<file path="src/rtl/kernel_ctrl_pkg.sv">
// Shared register offsets, CTRL bit positions, FSM encodings and AXI response codes
// for the multi-argument kernel control slave.
package kernel_ctrl_pkg;

  localparam logic [31:0] ADDR_CTRL = 32'h000;
  localparam logic [31:0] ADDR_GIE  = 32'h004;
  localparam logic [31:0] ADDR_IER  = 32'h008;
  localparam logic [31:0] ADDR_ISR  = 32'h00C;
  localparam logic [31:0] ARG_BASE  = 32'h010;

  localparam int CTRL_START = 0;
  localparam int CTRL_DONE  = 1;
  localparam int CTRL_IDLE  = 2;
  localparam int CTRL_READY = 3;
  localparam int CTRL_AUTO  = 7;

  localparam logic [1:0] WRIDLE  = 2'd0;
  localparam logic [1:0] WRDATA  = 2'd1;
  localparam logic [1:0] WRRESP  = 2'd2;
  localparam logic [1:0] WRRESET = 2'd3;

  localparam logic [1:0] RDIDLE  = 2'd0;
  localparam logic [1:0] RDDATA  = 2'd1;
  localparam logic [1:0] RDRESET = 2'd2;

  localparam logic [1:0] RESP_OKAY   = 2'b00;
  localparam logic [1:0] RESP_SLVERR = 2'b10;

  // Word w < num_scalars is scalar w (8-byte stride, upper slot reserved);
  // the rest are pointer halves packed at a 4-byte stride after the scalar block.
  function automatic logic [31:0] arg_word_addr(input int num_scalars, input int w);
    if (w < num_scalars) return ARG_BASE + 32'(8 * w);
    return ARG_BASE + 32'(4 * num_scalars + 4 * w);
  endfunction

endpackage

</file>
<file path="src/rtl/kernel_ctrl_arg_regs.sv">
// Bank of byte-maskable 32-bit argument words with an indexed write port and a
// combinational indexed read mux; all words are also exposed flat.
module kernel_ctrl_arg_regs #(
  parameter int NUM_WORDS = 8,
  parameter int IDX_W     = 3
) (
  input  logic                      clk_i,
  input  logic                      rst_i,
  input  logic                      we_i,
  input  logic [IDX_W-1:0]          widx_i,
  input  logic [31:0]               wdata_i,
  input  logic [3:0]                wstrb_i,
  input  logic [IDX_W-1:0]          ridx_i,
  output logic [31:0]               rdata_o,
  output logic [32*NUM_WORDS-1:0]   words_o
);

  for (genvar g = 0; g < NUM_WORDS; g++) begin : g_word
    logic [31:0] word_q, word_d;

    always_comb begin
      word_d = word_q;
      for (int b = 0; b < 4; b++) begin
        if (wstrb_i[b]) word_d[8*b +: 8] = wdata_i[8*b +: 8];
      end
    end

    always_ff @(posedge clk_i) begin
      if (rst_i) word_q <= '0;
      else if (we_i && (widx_i == IDX_W'(g))) word_q <= word_d;
    end

    assign words_o[32*g +: 32] = word_q;
  end

  always_comb begin
    rdata_o = '0;
    for (int w = 0; w < NUM_WORDS; w++) begin
      if (ridx_i == IDX_W'(w)) rdata_o = words_o[32*w +: 32];
    end
  end

endmodule

</file>
<file path="src/rtl/kernel_ctrl_s_axi_multi.sv">
// AXI4-Lite control slave for SDx kernels: N scalars, M 64-bit pointers, ap_ready,
// auto-restart and done/ready interrupts. Define KERNEL_CTRL_S_AXI_SLVERR_EN for SLVERR on unmapped access.
module kernel_ctrl_s_axi_multi
  import kernel_ctrl_pkg::*;
#(
  parameter int C_ADDR_WIDTH  = 12,
  parameter int C_DATA_WIDTH  = 32,
  parameter int C_NUM_SCALARS = 4,
  parameter int C_NUM_PTRS    = 2
) (
  input  logic                       aclk,
  input  logic                       areset,
  input  logic                       aclk_en,
  input  logic                       awvalid,
  output logic                       awready,
  input  logic [C_ADDR_WIDTH-1:0]    awaddr,
  input  logic                       wvalid,
  output logic                       wready,
  input  logic [31:0]                wdata,
  input  logic [3:0]                 wstrb,
  output logic                       bvalid,
  input  logic                       bready,
  output logic [1:0]                 bresp,
  input  logic                       arvalid,
  output logic                       arready,
  input  logic [C_ADDR_WIDTH-1:0]    araddr,
  output logic                       rvalid,
  input  logic                       rready,
  output logic [31:0]                rdata,
  output logic [1:0]                 rresp,
  output logic                       interrupt,
  output logic                       ap_start,
  input  logic                       ap_idle,
  input  logic                       ap_done,
  input  logic                       ap_ready,
  output logic [32*C_NUM_SCALARS-1:0] scalars,
  output logic [64*C_NUM_PTRS-1:0]    ptrs
);

  localparam int NUM_WORDS = C_NUM_SCALARS + 2 * C_NUM_PTRS;
  localparam int IDX_W     = $clog2(NUM_WORDS);

  if (C_DATA_WIDTH != 32 || C_NUM_SCALARS < 1 || C_NUM_SCALARS > 16 ||
      C_NUM_PTRS < 1 || C_NUM_PTRS > 16) begin : g_bad_param
    $error("kernel_ctrl_s_axi_multi: unsupported parameter value");
  end

  logic [1:0]              wstate_q, wstate_d, rstate_q, rstate_d;
  logic [C_ADDR_WIDTH-1:0] waddr_q;
  logic [31:0]             rdata_q, rdata_d, arg_rdata;
  logic                    w_hs, ar_hs;

  always_comb begin
    wstate_d = wstate_q;
    case (wstate_q)
      WRIDLE:  if (awvalid) wstate_d = WRDATA;
      WRDATA:  if (wvalid)  wstate_d = WRRESP;
      WRRESP:  if (bready)  wstate_d = WRIDLE;
      default: wstate_d = WRIDLE;
    endcase
    rstate_d = rstate_q;
    case (rstate_q)
      RDIDLE:  if (arvalid) rstate_d = RDDATA;
      RDDATA:  if (rready)  rstate_d = RDIDLE;
      default: rstate_d = RDIDLE;
    endcase
  end

  always_ff @(posedge aclk) begin
    if (areset) begin
      wstate_q <= WRRESET;
      rstate_q <= RDRESET;
    end else if (aclk_en) begin
      wstate_q <= wstate_d;
      rstate_q <= rstate_d;
    end
  end

  assign awready = (wstate_q == WRIDLE);
  assign wready  = (wstate_q == WRDATA);
  assign bvalid  = (wstate_q == WRRESP);
  assign arready = (rstate_q == RDIDLE);
  assign rvalid  = (rstate_q == RDDATA);
  assign w_hs    = aclk_en && wready && wvalid;
  assign ar_hs   = aclk_en && arready && arvalid;

  always_ff @(posedge aclk) begin
    if (aclk_en && awvalid && awready) waddr_q <= awaddr;
  end

  // Full-address decode of control registers and argument words
  logic wr_ctrl, wr_gie, wr_ier, wr_isr, rd_ctrl, rd_gie, rd_ier, rd_isr;
  logic wr_arg_hit, rd_arg_hit;
  logic [IDX_W-1:0] wr_idx, rd_idx;

  assign wr_ctrl = (waddr_q == C_ADDR_WIDTH'(ADDR_CTRL));
  assign wr_gie  = (waddr_q == C_ADDR_WIDTH'(ADDR_GIE));
  assign wr_ier  = (waddr_q == C_ADDR_WIDTH'(ADDR_IER));
  assign wr_isr  = (waddr_q == C_ADDR_WIDTH'(ADDR_ISR));
  assign rd_ctrl = (araddr == C_ADDR_WIDTH'(ADDR_CTRL));
  assign rd_gie  = (araddr == C_ADDR_WIDTH'(ADDR_GIE));
  assign rd_ier  = (araddr == C_ADDR_WIDTH'(ADDR_IER));
  assign rd_isr  = (araddr == C_ADDR_WIDTH'(ADDR_ISR));

  always_comb begin
    wr_arg_hit = 1'b0;
    wr_idx     = '0;
    rd_arg_hit = 1'b0;
    rd_idx     = '0;
    for (int w = 0; w < NUM_WORDS; w++) begin
      if (waddr_q == C_ADDR_WIDTH'(arg_word_addr(C_NUM_SCALARS, w))) begin
        wr_arg_hit = 1'b1;
        wr_idx     = IDX_W'(w);
      end
      if (araddr == C_ADDR_WIDTH'(arg_word_addr(C_NUM_SCALARS, w))) begin
        rd_arg_hit = 1'b1;
        rd_idx     = IDX_W'(w);
      end
    end
  end

  logic start_q, start_d, done_q, done_d, ready_q, ready_d, auto_q, auto_d, gie_q, gie_d;
  logic [1:0] ier_q, ier_d, isr_q, isr_d;
  logic ctrl_we, ctrl_rd, byte0_we;

  assign byte0_we = w_hs && wstrb[0];
  assign ctrl_we  = byte0_we && wr_ctrl;
  assign ctrl_rd  = ar_hs && rd_ctrl;

  always_comb begin
    start_d = start_q;
    auto_d  = auto_q;
    gie_d   = gie_q;
    ier_d   = ier_q;
    if (ap_ready && !auto_q)           start_d = 1'b0;
    if (ap_done && auto_q)             start_d = 1'b1;
    if (ctrl_we && wdata[CTRL_START])  start_d = 1'b1;
    if (ctrl_we)                       auto_d  = wdata[CTRL_AUTO];
    if (byte0_we && wr_gie)            gie_d   = wdata[0];
    if (byte0_we && wr_ier)            ier_d   = wdata[1:0];
    // A status event in the same cycle as the clearing read wins
    done_d  = ap_done  | (done_q  & ~ctrl_rd);
    ready_d = ap_ready | (ready_q & ~ctrl_rd);
    isr_d   = isr_q;
    if (byte0_we && wr_isr) isr_d = isr_q ^ wdata[1:0];
    isr_d = isr_d | (ier_q & {ap_ready, ap_done});
  end

  always_ff @(posedge aclk) begin
    if (areset) begin
      start_q <= 1'b0;
      done_q  <= 1'b0;
      ready_q <= 1'b0;
      auto_q  <= 1'b0;
      gie_q   <= 1'b0;
      ier_q   <= '0;
      isr_q   <= '0;
    end else if (aclk_en) begin
      start_q <= start_d;
      done_q  <= done_d;
      ready_q <= ready_d;
      auto_q  <= auto_d;
      gie_q   <= gie_d;
      ier_q   <= ier_d;
      isr_q   <= isr_d;
    end
  end

  always_comb begin
    rdata_d = '0;
    if (rd_ctrl) begin
      rdata_d[CTRL_START] = start_q;
      rdata_d[CTRL_DONE]  = done_q;
      rdata_d[CTRL_IDLE]  = ap_idle;
      rdata_d[CTRL_READY] = ready_q;
      rdata_d[CTRL_AUTO]  = auto_q;
    end else if (rd_gie) begin
      rdata_d[0] = gie_q;
    end else if (rd_ier) begin
      rdata_d[1:0] = ier_q;
    end else if (rd_isr) begin
      rdata_d[1:0] = isr_q;
    end else if (rd_arg_hit) begin
      rdata_d = arg_rdata;
    end
  end

  always_ff @(posedge aclk) begin
    if (ar_hs) rdata_q <= rdata_d;
  end

  logic [32*NUM_WORDS-1:0] words;
  logic                    arg_we;
  assign arg_we = w_hs && wr_arg_hit;

  kernel_ctrl_arg_regs #(
    .NUM_WORDS (NUM_WORDS),
    .IDX_W     (IDX_W)
  ) u_arg_regs (
    .clk_i   (aclk),
    .rst_i   (areset),
    .we_i    (arg_we),
    .widx_i  (wr_idx),
    .wdata_i (wdata),
    .wstrb_i (wstrb),
    .ridx_i  (rd_idx),
    .rdata_o (arg_rdata),
    .words_o (words)
  );

`ifdef KERNEL_CTRL_S_AXI_SLVERR_EN
  logic       wr_hit, rd_hit;
  logic [1:0] bresp_q, rresp_q;
  assign wr_hit = wr_ctrl | wr_gie | wr_ier | wr_isr | wr_arg_hit;
  assign rd_hit = rd_ctrl | rd_gie | rd_ier | rd_isr | rd_arg_hit;

  always_ff @(posedge aclk) begin
    if (areset) begin
      bresp_q <= RESP_OKAY;
      rresp_q <= RESP_OKAY;
    end else begin
      if (w_hs)  bresp_q <= wr_hit ? RESP_OKAY : RESP_SLVERR;
      if (ar_hs) rresp_q <= rd_hit ? RESP_OKAY : RESP_SLVERR;
    end
  end
  assign bresp = bresp_q;
  assign rresp = rresp_q;
`else
  assign bresp = RESP_OKAY;
  assign rresp = RESP_OKAY;
`endif

  assign rdata     = rdata_q;
  assign ap_start  = start_q;
  assign interrupt = gie_q & (|isr_q);
  assign scalars   = words[32*C_NUM_SCALARS-1:0];
  assign ptrs      = words[32*NUM_WORDS-1:32*C_NUM_SCALARS];

endmodule

</file>
<file path="config.mk">
export PLATFORM = sky130hd
export DESIGN_NAME = kernel_ctrl_s_axi_multi
export DESIGN_NICKNAME = d
export VERILOG_FILES = /design/src/rtl/kernel_ctrl_pkg.sv /design/src/rtl/kernel_ctrl_arg_regs.sv /design/src/rtl/kernel_ctrl_s_axi_multi.sv
export SDC_FILE = /design/constraint.sdc
export NUM_CORES = 1
export LEC_CHECK = 0
export BUFFER_PORTS_ARGS = -buffer_cell sky130_fd_sc_hd__buf_2
export CORE_ASPECT_RATIO = 0.8
export CORE_MARGIN = 1.5
export CORE_UTILIZATION = 45
export DETAILED_ROUTE_END_ITERATION = 10
export GPL_TIMING_DRIVEN = 0
export PLACE_DENSITY = 0.69
export SLEW_MARGIN = 20
export SYNTH_ARGS = -nofsm -noshare
export SYNTH_HDL_FRONTEND = slang
export SYNTH_SLANG_ARGS = --single-unit
</file>
<file path="constraint.sdc">
create_clock -name aclk -period 3.1 [get_ports aclk]
set_input_delay 0.31 -clock aclk [delete_from_list [all_inputs] [get_ports aclk]]
set_output_delay 0.31 -clock aclk [all_outputs]
set_load 0.01 [all_outputs]
</file>
Word level (Yosys, flattened, before mapping)

Index checks and enable logic that the tools add are counted.

Register bits after elaboration: 313
Input bits: 71
Output and inout bits: 299
Logic and storage cells: 228

Equality and inequality tests: 44
Muxes and demuxes: 58
Bitwise logic cells: 10
Reduce and logical (&&, ||, !) cells: 72

Operator list:

| operator              | number |
|---|---|
| $mux W32              | 8 |
| $eq A12 B6 Y1 const B | 12 |
| $reduce_and A2 Y1     | 36 |
| $eq A12 B4 Y1 const B | 4 |
| $eq A12 B5 Y1 const B | 4 |
| $mux W3               | 12 |
| $eq A12 B3 Y1 const B | 2 |
| $eq A3 B3 Y1 const B  | 8 |
| $logic_and A1 B1 Y1   | 24 |
| $logic_not A12 Y1     | 2 |
| $mux W1               | 23 |
| $mux W2               | 8 |
| $eq A3 B2 Y1 const B  | 4 |
| $mux W6               | 2 |
| $mux W8               | 1 |
| $mux W7               | 1 |
| $eq A3 B1 Y1 const B  | 2 |
| $logic_not A3 Y1      | 2 |
| $ne A2 B2 Y1 const B  | 3 |
| $pmux W2 S3           | 1 |
| $reduce_or A5 Y1      | 1 |
| $eq A2 B1 Y1 const B  | 2 |
| $logic_not A2 Y1      | 2 |
| $mux W4               | 1 |
| other kinds (14)      | 19 |

Logic depth before layout (Yosys ltp)

Word-level depth: 22
Depth in mapped cells: 8
Gate-level depth less buffers: 5

Hierarchy

Synthesis repeated with hierarchy kept, for this count alone.

Cells, all modules: 1735
Area total of the unflattened synthesis: 15053.2 um2

By module, submodules not included:

| module                  | instances | cells each | area an instance (um2) | sequential area each (um2) |
|---|---|---|---|---|
| kernel_ctrl_arg_regs    | 1         | 1526       | 12490.7                | 5124.9 |
| kernel_ctrl_s_axi_multi | 1         | 209        | 2562.5                 | 1581.5 |

Worst setup path before layout

No wires, ideal clock.

Path kind: input port to flip-flop
Start: in araddr[1]
End: reg rdata_q[16], in the netlist rdata[16] (data pin)
Library setup time: 0.258 ns
Arrival: 2.032 ns
Required time: 2.842 ns
Path slack: 0.810 ns
Stages on the path: 7
Buffers on the path: 2
Cells stage by stage: or4_1 -> buf_4 -> nor4_4 -> buf_6 -> a222oi_1 -> a21boi_1 -> o221a_1

Longest elaborated chain between the ends: 17
Elaborated cells on any way between the ends: 45
Classes of those cells: eq/ne (18); mux (23); bitwise (1); reduce/logical (3)

Ends and longest elaborated chain:

| item                  | line                           | text |
|---|---|---|
| start, declared       | kernel_ctrl_s_axi_multi.sv:26  | `input logic [C_ADDR_WIDTH-1:0] araddr,` |
| $eq A12 B5 Y1         | kernel_ctrl_s_axi_multi.sv:115 | `if (araddr == C_ADDR_WIDTH'(arg_word_addr(C_NUM_SCALARS, w))) begin` |
| $mux W1               | kernel_ctrl_s_axi_multi.sv:115 |  |
| $mux W3 (6 in a row)  | kernel_ctrl_s_axi_multi.sv:115 |  |
| $logic_not A3 Y1      | kernel_ctrl_arg_regs.sv:39     | `if (ridx_i == IDX_W'(w)) rdata_o = words_o[32*w +: 32];` |
| $mux W32 (8 in a row) | kernel_ctrl_arg_regs.sv:39     |  |
| end signal, assigned  | kernel_ctrl_s_axi_multi.sv:189 | `if (ar_hs) rdata_q <= rdata_d;` |
| end, declared         | kernel_ctrl_s_axi_multi.sv:50  | `logic [31:0] rdata_q, rdata_d, arg_rdata;` |

Parallel ways exist; a longest one is shown, timed or not.
A chain may end at the register's enable or synchronous reset.

Worst setup path in the final report

Start: reg waddr_q[2]
End: reg u_arg_regs.g_word[3].word_q[12]

Longest elaborated chain between the ends: 12
Elaborated cells on any way between the ends: 27
Classes of those cells: eq/ne (9); mux (15); reduce/logical (3)

Ends and longest elaborated chain:

| item                                   | line                           | text |
|---|---|---|
| start, declared                        | kernel_ctrl_s_axi_multi.sv:49  | `logic [C_ADDR_WIDTH-1:0] waddr_q;` |
| start signal, assigned                 | kernel_ctrl_s_axi_multi.sv:88  | `if (aclk_en && awvalid && awready) waddr_q <= awaddr;` |
| $eq A12 B5 Y1                          | kernel_ctrl_s_axi_multi.sv:111 | `if (waddr_q == C_ADDR_WIDTH'(arg_word_addr(C_NUM_SCALARS, w))) begin` |
| $mux W1 (8 in a row)                   | kernel_ctrl_s_axi_multi.sv:111 |  |
| $logic_and A1 B1 Y1                    | kernel_ctrl_s_axi_multi.sv:194 | `assign arg_we = w_hs && wr_arg_hit;` |
| $logic_and A1 B1 Y1 (*)                | kernel_ctrl_arg_regs.sv:30     | `else if (we_i && (widx_i == IDX_W'(g))) word_q <= word_d;` |
| $reduce_and A2 Y1 (no source line) (*) | --                             |  |
| end signal, assigned                   | kernel_ctrl_arg_regs.sv:30     |  |
| end, declared                          | kernel_ctrl_arg_regs.sv:19     | `logic [31:0] word_q, word_d;` |

Every way passes the cells marked *; elsewhere a longest branch is shown, timed or not.

==> metrics.md <==
| Metric | Value |
|---|---|
| Count of standard-cell rows | `between 50 and 60` |
| Final-layout fill cell count | `2,917` |
| Most frequent cells after synthesis | `sky130_fd_sc_hd__nand2_1 (363), sky130_fd_sc_hd__dfxtp_1 (269), sky130_fd_sc_hd__nand2b_1 (171), sky130_fd_sc_hd__a21oi_1 (165), sky130_fd_sc_hd__mux2i_1 (139)` |
| CP max-delay cell | `sky130_fd_sc_hd__nor3b_1` |
| Core Footprint | `31,600 um2` |
| Final worst-path cycle share | `0.987` |
| Number of synthesis warnings | `0` |
| Antenna violations before repair | `6` |
| Drt wl/cell | `26.2 um` |
| First-pass GRT wire length | `a little over 90,000 um` |
| Clk root buf | `sky130_fd_sc_hd__clkbuf_16` |
| Max-slew violation count | `0` |
| Number of routed nets with antenna violations | `0` |
| Vias in the first global route | `14,000` |
| Headroom to the max-slew limit | `0.360` |
| Largest area contributor in the netlist | `sky130_fd_sc_hd__dfxtp_1` |
| Type of origin of the critical path | `register` |
| P_sw | `2.10 mW` |
| Slowest Stage Delay on Critical Path | `750 ps` |
| Main area contributors after synthesis | `sky130_fd_sc_hd__dfxtp_1 (37%), sky130_fd_sc_hd__mux2i_1 (9.5%), sky130_fd_sc_hd__nand2_1 (9.3%)` |
| Number of cells produced by synthesis | `1,655` |
| Min cycle time layout | `~3000 ps` |
| Router iterations before antenna repair | `9` |
| Sort of element at the end of the critical path | `register` |
| Most repeated library cell on the critical path | `sky130_fd_sc_hd__clkbuf_1` |
| Synthesized cell area | `14,600 um2` |
| Net switching share of the total power | `0.238` |
| Worst-margin pin slew | `959 ps` |
| Fraction of synthesis flops using an asynchronous set or reset pin | `0` |
| Setup-violating endpoint count in the final report | `0` |
| Maximum number of pins on one net before global-route repair | `28` |
| Final weighted congestion in routability-driven placement | `0.982` |
| Summed negative setup slack over all endpoints | `0 ps` |
| Cell with the most instances after synthesis | `sky130_fd_sc_hd__nand2_1` |
| Area enclosed by the die boundary | `33,500 um2` |
| Internal | `6.74 mW` |
| Worst path top cell family by delay | `simple AND/OR/NAND/NOR gates` |
| Number of top-level pins | `370` |
| Met1 routed wirelength after detailed routing | `~27,000 um` |
| Crit path launch | `waddr_q[2]$_DFFE_PP_` |
| Vias after detailed routing | `15,100` |
| Placed wire-length estimate after detailed placement | `50,400 um` |
| Total track usage | `0.382` |
| Top-area cell type share of the netlist area | `0.369` |
| Clk sink count | `roughly 310` |
| Largest buffer count on any clock path | `3` |
| Critical path buffers and inverters | `2` |
| Status | `completed` |
| Maximum fanout along the worst path | `8` |
| Uppermost metal layer occupied by signal nets | `met5` |
| Clock latency of the later-clocked register in the worst-skew pair | `530 ps` |
| R2R Path Start | `waddr_q[2]$_DFFE_PP_` |
| Initial core utilization | `0.461` |
| Final WS setup | `40.9 ps` |
| Flop pwr share | `0.468` |
| Port Buf Inserts | `362` |
| Main flop type after synthesis | `sky130_fd_sc_hd__dfxtp_1` |
| TritonCTS clock tree | `done` |
| Setup slack after placement | `-175 ps` |
| Die height | `164 um` |
| Pwr per Cell Area | `485 nW/um2` |
| Detailed-route DRC error count | `0` |
| Fin. Hold Viols | `0` |
| Syn-to-layout area delta | `25.0%` |
| # Max-Cap Violations | `0` |
| Sequence of cells on the critical path | `clkbuf_1 > nor3b_1 > nor3b_2 > and3_1 > clkbuf_1 > nand2_1 > a21oi_1` |
| Worst hold path startpoint | `ap_done` |
| Maximum level of the CTS H-tree | `2` |
| CTS buffer count | `34` |
| Data required time of the critical path | `about 3500 ps` |
| Maximum operating frequency | `roughly 330 MHz` |
| Placed Instance Area | `around 17,000 um2` |
| Wire length on met2 | `27,900 um` |
| Number of violations reported at the end of detailed-routing iteration 0 | `about 2,000` |
| Clock slew seen by the registers of the worst setup and hold paths | `60 ps` |
| Final std cell area, no fill | `~18,000 um2` |
| Hold Slack | `67.2 ps` |
| Routed wire length on met3 | `8730 um` |
| Combinational share of power | `0.061` |
| Peak supply drop | `approximately 330 uV` |
| Register bit total from synthesis | `313` |
| Class of the most critical setup path | `register to register` |
| Clock skew | `17.4 ps` |
| Data arrival time of the critical path | `approximately 3500 ps` |
| Post-synthesis average cell area | `8.81 um2` |
| Net count, final | `2,140` |
| Leakage | `7.62 nW` |
| Share of layout cells above drive strength 1 | `0.226` |
| Register area share after synthesis | `0.460` |
| Per-cell via count in the routed design | `6.01` |
| X dimension of the die | `~200 um` |
| Share of power burned in the clock network | `0.472` |
| Total wire length | `66,000 um` |
| Number of enable flip-flop cells after synthesis | `between 40 and 50` |
| Worst hold path type | `input port to register` |
| Number of distinct standard cells referenced by the synthesized netlist | `73` |
| Overflow left after global routing | `0` |
cell families after synthesis:
family,synth area share
other cells,0.000257
compound gates,0.151
flops,0.460
buf+inv,0.0412
mux,0.116
xor+xnor,0.00120
simple gates,0.230
per-stage QoR:
step | instances | total power [mW] | util
global placement | 2440 | 4.72 | 0.535
global route | 2515 | 9.02 | 0.576
CTS | 2514 | 8.80 | 0.576
finish | 2517 | 8.84 | 0.576
floorplan | 1658 | 4.46 | -
detailed placement | 2441 | 4.72 | 0.536
placed cells by master, fill, tap and decap left out, drive strengths merged, types with 5 or more instances in the layout:
cell type / count
buf: 389
nand2: 363
dfxtp: 269
nand2b: 171
a21oi: 165
clkbuf: 146
mux2i: 139
o21ai: 84
edfxtp: 44
nand3: 33
nor2: 28
inv: 28
and3: 22
a21boi: 13
mux4: 12
a31oi: 12
dlygate4sd3: 12
nor4: 12
a222oi: 11
and4: 11
o221a: 11
nor2b: 10
a22oi: 7
o2bb2ai: 6
nor3: 6
and2: 5
clkinv: 5
worst reg2reg max path, cell delays in order, from the launching register on:
cell,delay (ps)
sky130_fd_sc_hd__edfxtp_1,350
sky130_fd_sc_hd__clkbuf_1,290
sky130_fd_sc_hd__nor3b_1,750
sky130_fd_sc_hd__nor3b_2,620
sky130_fd_sc_hd__and3_1,230
sky130_fd_sc_hd__clkbuf_1,440
sky130_fd_sc_hd__nand2_1,110
sky130_fd_sc_hd__a21oi_1,170
metal layers:
metal,up-vias,GRT usage
li1,6611,-
met1,7307,0.533
met2,1074,0.561
met3,139,0.114
met4,2,0.129
met5,-,0
power groups by stage:
stage / Sequential, mW / Combinational (mW) / Clock [mW]
2_1_floorplan: 4.23 / 0.233 / 0
5_1_grt: 4.13 / 0.549 / 4.33
6_report: 4.14 / 0.536 / 4.17
4_1_cts: 4.14 / 0.512 / 4.15
3_3_place_gp: 4.22 / 0.491 / 0
3_5_place_dp: 4.22 / 0.499 / 0
final timing paths:
check / to / slack [ps] / depth (start not counted)
max reg2reg: u_arg_regs.g_word[3].word_q[12]$_SDFFE_PP0P_ / 40 / 7
min: done_q$_SDFFE_PP0P_ / 70 / 3
max: u_arg_regs.g_word[3].word_q[12]$_SDFFE_PP0P_ / 40 / 7
min reg2reg: u_arg_regs.g_word[3].word_q[6]$_SDFFE_PP0P_ / 470 / 2
sequential cells by signal, indices dropped and copies added (netlist names):
signal / flops
u_arg_regs.g_word.word_q: 256
rdata: 32
waddr_q: 12
ier_q: 2
isr_q: 2
rstate_q: 2
wstate_q: 2
ap_start: 1
auto_q: 1
done_q: 1
gie_q: 1
ready_q: 1
layout make-up:
cell class	count	area [um2]	share of cell area
inverter	27	101	0.00556
timing repair buffer	375	1950	0.107
antenna	3	7.51	0.000412
clock inverter	7	63.8	0.00350
multi-input combinational	1200	7310	0.401
buffer	118	500	0.0274
tap	420	526	0.0288
sequential	313	6710	0.368
clock buffer	54	1070	0.0587
repair_timing:
item / 4_1_cts / 5_1_grt
endpoints found under the setup margin: 8 / 52
setup buffers: 0 / 0
hold buffers: 12 / 0
endpoints found under the hold margin: 12 / 0
resized for setup: 1 / 4
Note: power is estimated with default switching activity, not from simulation.
